==> src/rtl/alu_op_sequencer_if.sv <==
// alu_op_sequencer_if: request handshake, ALU drive/return buses and result
// outputs of the ALU operation sequencer.
//   slave  modport: the sequencer (accepts requests, drives the ALU, owns results)
//   master modport: the control unit / ALU side
//   req_valid/req_ready/req_op/req_a/req_b : request handshake
//   alu_select/alu_a/alu_y/alu_b           : drive to the registered ALU
//   alu_c/alu_carry                        : ALU {Hi,Lo} result and carry
//   res_lo/res_hi/res_carry/done/err/busy  : captured results and status
interface alu_op_sequencer_if #(
  parameter int unsigned WIDTH = 32
);
  logic               req_valid;
  logic               req_ready;
  logic [3:0]         req_op;
  logic [WIDTH-1:0]   req_a;
  logic [WIDTH-1:0]   req_b;
  logic [3:0]         alu_select;
  logic [WIDTH-1:0]   alu_a;
  logic [WIDTH-1:0]   alu_y;
  logic [WIDTH-1:0]   alu_b;
  logic [2*WIDTH-1:0] alu_c;
  logic               alu_carry;
  logic [WIDTH-1:0]   res_lo;
  logic [WIDTH-1:0]   res_hi;
  logic               res_carry;
  logic               done;
  logic               err;
  logic               busy;

  modport master (
    output req_valid, req_op, req_a, req_b, alu_c, alu_carry,
    input  req_ready, alu_select, alu_a, alu_y, alu_b,
           res_lo, res_hi, res_carry, done, err, busy
  );

  modport slave (
    input  req_valid, req_op, req_a, req_b, alu_c, alu_carry,
    output req_ready, alu_select, alu_a, alu_y, alu_b,
           res_lo, res_hi, res_carry, done, err, busy
  );
endinterface

==> src/rtl/alu_op_sequencer.sv <==
// alu_op_sequencer: issues one operation at a time to the shared registered
// ALU. A request is taken over a valid/ready handshake, the ALU select is
// driven for exactly one cycle, the sequencer waits out the ALU latency, then
// captures {Hi,Lo}/carry and pulses done. Illegal opcodes pulse err instead.
// Ports:
//   clk   : system clock
//   clear : synchronous active-high reset
//   bus   : alu_op_sequencer_if.slave (handshake, ALU buses, results, status)
// Parameters:
//   ALU_LAT : cycles from the ALU select edge until alu_c is valid (>= 1)
//   WIDTH   : operand width; alu_c is 2*WIDTH
// Build option:
//   DIV_ZERO_CHECK_EN : when defined, div/mod (0101) with req_b == 0 is
//                       rejected without issuing to the ALU.
module alu_op_sequencer #(
  parameter int unsigned ALU_LAT = 1,
  parameter int unsigned WIDTH   = 32
) (
  input logic               clk,
  input logic               clear,
  alu_op_sequencer_if.slave bus
);
  typedef enum logic [2:0] {
    IDLE,
    ISSUE,
    WAIT,
    CAPTURE,
    DONE,
    REJECT
  } state_t;

  localparam int unsigned CW = (ALU_LAT > 2) ? $clog2(ALU_LAT - 1) : 1;

  state_t           state;
  logic [CW-1:0]    wait_cnt;
  logic [3:0]       op_q;
  logic [3:0]       select_q;
  logic [WIDTH-1:0] a_q;
  logic [WIDTH-1:0] b_q;
  logic [WIDTH-1:0] res_lo_q;
  logic [WIDTH-1:0] res_hi_q;
  logic             res_carry_q;
  logic             done_q;
  logic             err_q;
  logic             ready_q;
  logic             busy_q;
  logic             reject;

  always_comb begin
    reject = 1'b0;
    case (bus.req_op)
      4'b0000, 4'b0100, 4'b1001, 4'b1011: reject = 1'b1;
      default:                            reject = 1'b0;
    endcase
`ifdef DIV_ZERO_CHECK_EN
    if (bus.req_op == 4'b0101 && bus.req_b == '0) reject = 1'b1;
`endif
  end

  always_ff @(posedge clk) begin
    if (clear) begin
      state       <= IDLE;
      wait_cnt    <= '0;
      op_q        <= '0;
      select_q    <= '0;
      a_q         <= '0;
      b_q         <= '0;
      res_lo_q    <= '0;
      res_hi_q    <= '0;
      res_carry_q <= 1'b0;
      done_q      <= 1'b0;
      err_q       <= 1'b0;
      ready_q     <= 1'b1;
      busy_q      <= 1'b0;
    end else begin
      done_q <= 1'b0;
      err_q  <= 1'b0;
      case (state)
        IDLE: begin
          if (bus.req_valid) begin
            ready_q <= 1'b0;
            busy_q  <= 1'b1;
            if (reject) begin
              state <= REJECT;
              err_q <= 1'b1;
            end else begin
              state    <= ISSUE;
              op_q     <= bus.req_op;
              select_q <= bus.req_op;
              a_q      <= bus.req_a;
              b_q      <= bus.req_b;
            end
          end
        end
        ISSUE: begin
          // Select drops after one cycle so div/mod cannot re-execute.
          select_q <= '0;
          if (ALU_LAT == 1) begin
            state <= CAPTURE;
          end else begin
            state    <= WAIT;
            wait_cnt <= CW'(ALU_LAT - 2);
          end
        end
        WAIT: begin
          if (wait_cnt == '0) state <= CAPTURE;
          else                wait_cnt <= wait_cnt - 1'b1;
        end
        CAPTURE: begin
          res_lo_q <= bus.alu_c[WIDTH-1:0];
          if (op_q == 4'b0011 || op_q == 4'b0101) res_hi_q <= bus.alu_c[2*WIDTH-1:WIDTH];
          if (op_q == 4'b0001 || op_q == 4'b0010) res_carry_q <= bus.alu_carry;
          done_q <= 1'b1;
          state  <= DONE;
        end
        DONE, REJECT: begin
          state   <= IDLE;
          ready_q <= 1'b1;
          busy_q  <= 1'b0;
          a_q     <= '0;
          b_q     <= '0;
        end
        default: state <= IDLE;
      endcase
    end
  end

  assign bus.req_ready  = ready_q;
  assign bus.alu_select = select_q;
  assign bus.alu_a      = a_q;
  assign bus.alu_y      = a_q;
  assign bus.alu_b      = b_q;
  assign bus.res_lo     = res_lo_q;
  assign bus.res_hi     = res_hi_q;
  assign bus.res_carry  = res_carry_q;
  assign bus.done       = done_q;
  assign bus.err        = err_q;
  assign bus.busy       = busy_q;
endmodule
==> src/flat_wrapper.sv <==
// flat-port wrapper written by rule: the top's interface ports become plain ports
module alu_op_sequencer_flat 
#(
  parameter int unsigned ALU_LAT = 1,
  parameter int unsigned WIDTH   = 32
)
  (clk, clear, bus_req_valid, bus_req_op, bus_req_a, bus_req_b, bus_alu_c, bus_alu_carry, bus_req_ready, bus_alu_select, bus_alu_a, bus_alu_y, bus_alu_b, bus_res_lo, bus_res_hi, bus_res_carry, bus_done, bus_err, bus_busy);
  alu_op_sequencer_if #(.WIDTH(WIDTH)) bus_i ();
  input logic clk;
  input logic clear;
  input wire logic [$bits(bus_i.req_valid)-1:0] bus_req_valid;
  input wire logic [$bits(bus_i.req_op)-1:0] bus_req_op;
  input wire logic [$bits(bus_i.req_a)-1:0] bus_req_a;
  input wire logic [$bits(bus_i.req_b)-1:0] bus_req_b;
  input wire logic [$bits(bus_i.alu_c)-1:0] bus_alu_c;
  input wire logic [$bits(bus_i.alu_carry)-1:0] bus_alu_carry;
  output wire logic [$bits(bus_i.req_ready)-1:0] bus_req_ready;
  output wire logic [$bits(bus_i.alu_select)-1:0] bus_alu_select;
  output wire logic [$bits(bus_i.alu_a)-1:0] bus_alu_a;
  output wire logic [$bits(bus_i.alu_y)-1:0] bus_alu_y;
  output wire logic [$bits(bus_i.alu_b)-1:0] bus_alu_b;
  output wire logic [$bits(bus_i.res_lo)-1:0] bus_res_lo;
  output wire logic [$bits(bus_i.res_hi)-1:0] bus_res_hi;
  output wire logic [$bits(bus_i.res_carry)-1:0] bus_res_carry;
  output wire logic [$bits(bus_i.done)-1:0] bus_done;
  output wire logic [$bits(bus_i.err)-1:0] bus_err;
  output wire logic [$bits(bus_i.busy)-1:0] bus_busy;
  assign bus_i.req_valid = bus_req_valid;
  assign bus_i.req_op = bus_req_op;
  assign bus_i.req_a = bus_req_a;
  assign bus_i.req_b = bus_req_b;
  assign bus_i.alu_c = bus_alu_c;
  assign bus_i.alu_carry = bus_alu_carry;
  assign bus_req_ready = bus_i.req_ready;
  assign bus_alu_select = bus_i.alu_select;
  assign bus_alu_a = bus_i.alu_a;
  assign bus_alu_y = bus_i.alu_y;
  assign bus_alu_b = bus_i.alu_b;
  assign bus_res_lo = bus_i.res_lo;
  assign bus_res_hi = bus_i.res_hi;
  assign bus_res_carry = bus_i.res_carry;
  assign bus_done = bus_i.done;
  assign bus_err = bus_i.err;
  assign bus_busy = bus_i.busy;
  alu_op_sequencer #(.ALU_LAT(ALU_LAT), .WIDTH(WIDTH)) u_core (.clk(clk), .clear(clear), .bus(bus_i));
endmodule
==> config.mk <==
export PLATFORM = sky130hd
export DESIGN_NAME = alu_op_sequencer_flat
export DESIGN_NICKNAME = d
export VERILOG_FILES = /design/src/rtl/alu_op_sequencer_if.sv /design/src/rtl/alu_op_sequencer.sv /design/src/flat_wrapper.sv
export SDC_FILE = /design/constraint.sdc
export NUM_CORES = 1
export LEC_CHECK = 0
export BUFFER_PORTS_ARGS = -buffer_cell sky130_fd_sc_hd__buf_2
export CAP_MARGIN = 20
export CORE_ASPECT_RATIO = 2
export CORE_MARGIN = 8
export CORE_UTILIZATION = 43
export CTS_BUF_LIST = sky130_fd_sc_hd__clkbuf_8
export CTS_CLUSTER_DIAMETER = 150
export DETAILED_ROUTE_END_ITERATION = 8
export PLACE_DENSITY = 0.78
export SLEW_MARGIN = 10
export SYNTH_ARGS = -nofsm -noshare
export SYNTH_HDL_FRONTEND = slang
export SYNTH_SLANG_ARGS = --single-unit
==> constraint.sdc <==
create_clock -name clk -period 1.5 [get_ports clk]
set_input_delay 0.075 -clock clk [delete_from_list [all_inputs] [get_ports clk]]
set_output_delay 0.075 -clock clk [all_outputs]
set_load 0.01 [all_outputs]
# Word level (Yosys, flattened, before mapping)
# Index checks and enable logic that the tools add are counted.
[totals]
regBits = 145
input_bits = 136
[op_classes]
n_bitwise = 3
n_reduce_logical = 16
add_sub_neg = 1
n_eq_ne = 15
n_mux = 21
[ops]
columns = ["operator", "n"]
rows = [
  ["32-bit 2-to-1 mux", 4],
  ["32-bit one-hot mux with 2 select lines", 2],
  ["3-bit one-hot mux with 4 select lines", 1],
  ["3-bit 2-to-1 mux", 3],
  ["3-bit AND reduction", 3],
  ["4-bit by 2-bit equality test with 1-bit output (second input constant)", 2],
  ["4-bit by 3-bit equality test with 1-bit output (second input constant)", 2],
  ["4-bit equality test (second input constant)", 2],
  ["4-bit 2-to-1 mux", 2],
  ["4-bit one-hot mux with 2 select lines", 1],
  ["2-bit AND reduction", 4],
  ["3-bit by 2-bit equality test with 1-bit output (second input constant)", 2],
  ["3-bit equality test (second input constant)", 2],
  ["1-bit 2-to-1 mux", 6],
  ["2-bit inequality test (second input constant)", 3],
  ["4-bit by 1-bit equality test with 1-bit output (second input constant)", 1],
  ["4-bit logical NOT", 1],
  ["1-bit one-hot mux with 2 select lines", 2],
  ["2-bit nonzero test", 2],
  ["4-bit OR reduction", 1],
  ["3-bit by 1-bit equality test with 1-bit output (second input constant)", 1],
  ["3-bit logical NOT", 1],
  ["1-bit NOT", 3],
  ["3-bit OR reduction", 1],
  ["3 further kinds", 4],
]

# Logic depth before layout (Yosys ltp)
[logic_depth]
ltp_word = 6
mapped_depth = 6
ltp_nobuf = 3

# Worst setup path after synthesis
# OpenSTA, ideal clock, no wires.
[synth_path]
kind = "register to register"
from = "reg u_core.state[0]"
to = "reg u_core.b_q[0] (netlist: u_core.bus.alu_b[0])"
arrival_ns = 1.403
setup_ns = 0.132
path_slack_ns = -0.035
synth_period_minus_slack_ns = 1.535
path_stages_with_launch = 6
path_buffers = 2
cell_sequence = "dfxtp_1 -> or4b_1 -> buf_2 -> buf_2 -> o31ai_1 -> a21oi_1"
[synth_between]
elab_chain_len = 4
[synth_rtl]
columns = ["element", "line", "rtl"]
rows = [
  ["start, declared", "alu_op_sequencer.sv:34", "state_t state;"],
  ["start signal, assigned", "alu_op_sequencer.sv:62", "state <= IDLE;"],
  ["start signal, assigned", "alu_op_sequencer.sv:84", "state <= REJECT;"],
  ["start signal, assigned", "alu_op_sequencer.sv:87", "state <= ISSUE;"],
  ["3-bit equality test", "alu_op_sequencer.sv:78", "case (state)"],
  ["2-bit OR reduction", "alu_op_sequencer.sv:78", ""],
  ["2-bit nonzero test (no source line)", "-", ""],
  ["3-bit AND reduction (no source line)", "-", ""],
  ["end signal, assigned", "alu_op_sequencer.sv:91", "b_q <= bus.req_b;"],
  ["end, declared", "alu_op_sequencer.sv:39", "logic [WIDTH-1:0] b_q;"],
]
# Parallel ways exist; a longest one is shown, timed or not.
# A chain may end at the register's enable or synchronous reset.

# Worst setup path after layout
[layout_path]
from = "reg u_core.state[2]"
to = "reg u_core.a_q[30] (netlist: u_core.bus.alu_a[30])"
[layout_between]
elab_chain_len = 4
[layout_rtl]
columns = ["element", "line", "rtl"]
rows = [
  ["3-bit equality test", "alu_op_sequencer.sv:78", ""],
  ["2-bit OR reduction", "alu_op_sequencer.sv:78", ""],
  ["2-bit nonzero test (no source line)", "-", ""],
  ["3-bit AND reduction (no source line)", "-", ""],
  ["end signal, assigned", "alu_op_sequencer.sv:90", "a_q <= bus.req_a;"],
  ["end, declared", "alu_op_sequencer.sv:38", "logic [WIDTH-1:0] a_q;"],
]
# Parallel ways exist; a longest one is shown, timed or not.

==> flow_metrics.tcl <==
set metrics [dict create \
    ys_types 38 \
    grt_max_degree 92 \
    period_needed_ns 1.54 \
    grt_antenna_before_repair 2 \
    insertion_delay_ns 0.44 \
    port_buffers 304 \
    wirelength_um 25500 \
    syn-cell-area_sq_um 6420 \
    setup_violations 9 \
    drtPass1Iterations 5 \
    gp_congestion 0.832 \
    cp.arrival_ns 1.86 \
    cts_htree_levels 4 \
    status "complete, but fails checks" \
    ir_drop_mv 0.601 \
    dp_hpwl_um 15600 \
    path_buf_inv 1 \
    initial_core_util_pct 43.6 \
    finalNetCount 1271 \
    dieArea_sq_um 19300 \
    cts_made_buffers 17 \
    slew-limit-headroom_pct 72.5 \
    slowest_stage "or4b_4" \
    cts_sinks 144 \
    ys_seq_area_share_pct 44.9 \
    grt_pass1_vias 7421 \
    area_delta_synth_final_pct 57.0 \
    synth_top_flop_cell "dfxtp_1" \
    clock.fmax_mhz 650 \
    hold_violations 0 \
    vias 7507 \
    drc_errors 0 \
    row_count 63 \
    drv_slew 0 \
    grt.overflow.total 0 \
    leakage_uw 0.00437 \
    die_w_um 102 \
    clockBufferDepth 2 \
    end_kind "flip-flop" \
    rsz0062_at_grt "yes" \
    drv_cap 0 \
    critPathTopFamily "simple AND/OR/NAND/NOR gates" \
    hold_path.class "input pin to flip-flop" \
    ios 305 \
    cp_slowest_stage_delay_ns 0.57 \
    timing.final.crit_share_pct 103 \
    grt_usage_pct 24.5 \
    tightest_slew_ns 0.413 \
    drt-initial-drc-count 500 \
    ant_nets 0 \
    syn_inst 759 \
    synth-edff-count 0 \
    finalNonFillerCells 1345 \
    start_kind "flip-flop" \
    power_density_nw_per_um2 1030 \
    ys_async_sr_fraction_pct 0 \
    setup_ws_ns -0.0395 \
    grt_pass1_wl_um 37900 \
    cts_root_buf "clkbuf_8" \
    vias_per_cell 5.58 \
    cp_max_fo 16 \
    tns_ns -0.129 \
    skew_ns 0.00866 \
    avgSynthCellArea_sq_um 8.46 \
    drive_above_1_share_pct 36.5 \
    placed_cells 1175 \
    syn_nets 895 \
    critPathKind "flip-flop to flip-flop" \
    ys.warnings.count 0 \
    fp.dieH_um 189 \
    post_drt_wl_per_cell_um 19.0 \
    violations "setup timing" \
    path_clk_slew_ns 0.09 \
    synth-seq-cells 144 \
    cts_tree "yes" \
    cp.required_ns 1.82 \
    crit_chain "or4b_4 -> buf_12 -> o31ai_1 -> a21oi_1" \
    coreArea_sq_um 14700 \
]
## cells in the mapped netlist (all sizes together) (3+ instances only)
cell	count	share of area, %
or3b	4	0.55
nor2	44	2.6
o31ai	60	7.0
nor2b	3	0.29
nand4	60	5.8
a31oi	4	0.39
a21oi	95	7.4
inv	6	0.35
nor3	3	0.23
clkbuf	64	3.7
buf	57	6.1
dfxtp	144	45
nand2	107	6.3
nor3b	40	4.7
a221o	42	6.5
## per-stage QoR
step                util [%]  worst slack [ns]  cell area (sq um)  hold WS, ns  total power, uW
floorplan                  -           -0.0246               6450        0.211             5630
global placement        54.5            0.0210               8040        0.298             6460
detailed placement      54.5          -0.00264               8040        0.303             6490
CTS                     66.6           -0.0173               9820       0.0229            10300
global route            68.4           -0.0783              10100       0.0512            10900
finish                  68.4           -0.0395              10100       0.0504            10400
## cell usage in the layout, fill, tap and decap left out, types with 7 or more instances in the layout
cell type,instances
buf_2,302
dfxtp_1,141
dlygate4sd3_1,132
nand2_1,107
a21oi_1,92
nand4_1,60
nor2_1,44
a221o_1,42
nor3b_1,40
o31ai_1,39
buf_4,27
clkbuf_8,22
o31ai_2,18
buf_12,12
inv_1,7
## tightest hold or removal path, stage by stage
cell     delay [ns]
buf_4          0.17
nor2_1         0.11
a221o_1        0.11
## cell type report
| type | instances | area [sq um] |
|---|---|---|
| clock buffer | 22 | 303 |
| fill | 1082 | 4650 |
| tap | 195 | 244 |
| clock inverter | 10 | 156 |
| sequential | 144 | 2890 |
| antenna | 2 | 5.00 |
| multi-input combinational | 488 | 3100 |
| inverter | 6 | 22.5 |
| timing repair buffer | 478 | 3370 |
## final timing paths
kind	startpoint	end	slack, ns	cells after the start
worst min register to register	u_core.bus.res_lo[8]	u_core.bus.res_lo[8]	0.45	2
worst min-delay path	clear	u_core.bus.alu_a[1]	0.05	3
worst max-delay path	u_core.state[2]	u_core.bus.alu_a[30]	-0.04	4
worst max register to register	u_core.state[2]	u_core.bus.alu_a[30]	-0.04	4
## power breakdown
group,leakage [uW],total [uW],internal [uW],switching [uW]
clock,0.000228,3510,2030,1490
sequential,0.00117,4320,4090,226
combinational,0.00297,2580,1180,1400
total,0.00437,10400,7300,3110
## sequential cells by signal, summed over array words and instances (netlist names)
name and count:
u_core.bus.busy 1, u_core.bus.alu_select 4, u_core.op_q 4, u_core.bus.res_lo 32, u_core.bus.done 1, u_core.bus.req_ready 1
u_core.bus.res_carry 1, u_core.bus.alu_b 32, u_core.state 3, u_core.bus.alu_a 32, u_core.bus.res_hi 32, u_core.bus.err 1
## per-layer routing
| metal | GRT usage [%] | up-vias | part of all wire (%) |
|---|---|---|---|
| met1 | 25.9 | 3512 | 35 |
| li1 | - | 3478 | - |
| met4 | 16.7 | 0 | 5.1 |
| met5 | 0 | - | 0 |
| met3 | 5.96 | 92 | 7.9 |
| met2 | 41.3 | 425 | 51 |
## cell families (layout without fill, tap and decap cells)
logic type / Yosys count / after routing / synth area share (%)
and+or+nand+nor: 276 / 276 / 22.2
AOI/OAI and AO/OA: 208 / 208 / 22.2
DFF: 144 / 144 / 44.9
buffers and inverters: 127 / 516 / 10.2
xor gates and xnor gates: 4 / 4 / 0.545
other: 0 / 2 / 0
## what timing repair did
item / 4_1_cts / 5_1_grt
cloned: 0 / 3
pin swaps: 0 / 2
setup buffers: 0 / 2
hold buffers: 132 / 0
endpoints found under the setup margin: 17 / 101
hold endpoints to repair: 134 / 0
gates resized for setup: 1 / 36
Note: power is estimated with default switching activity, not from simulation.
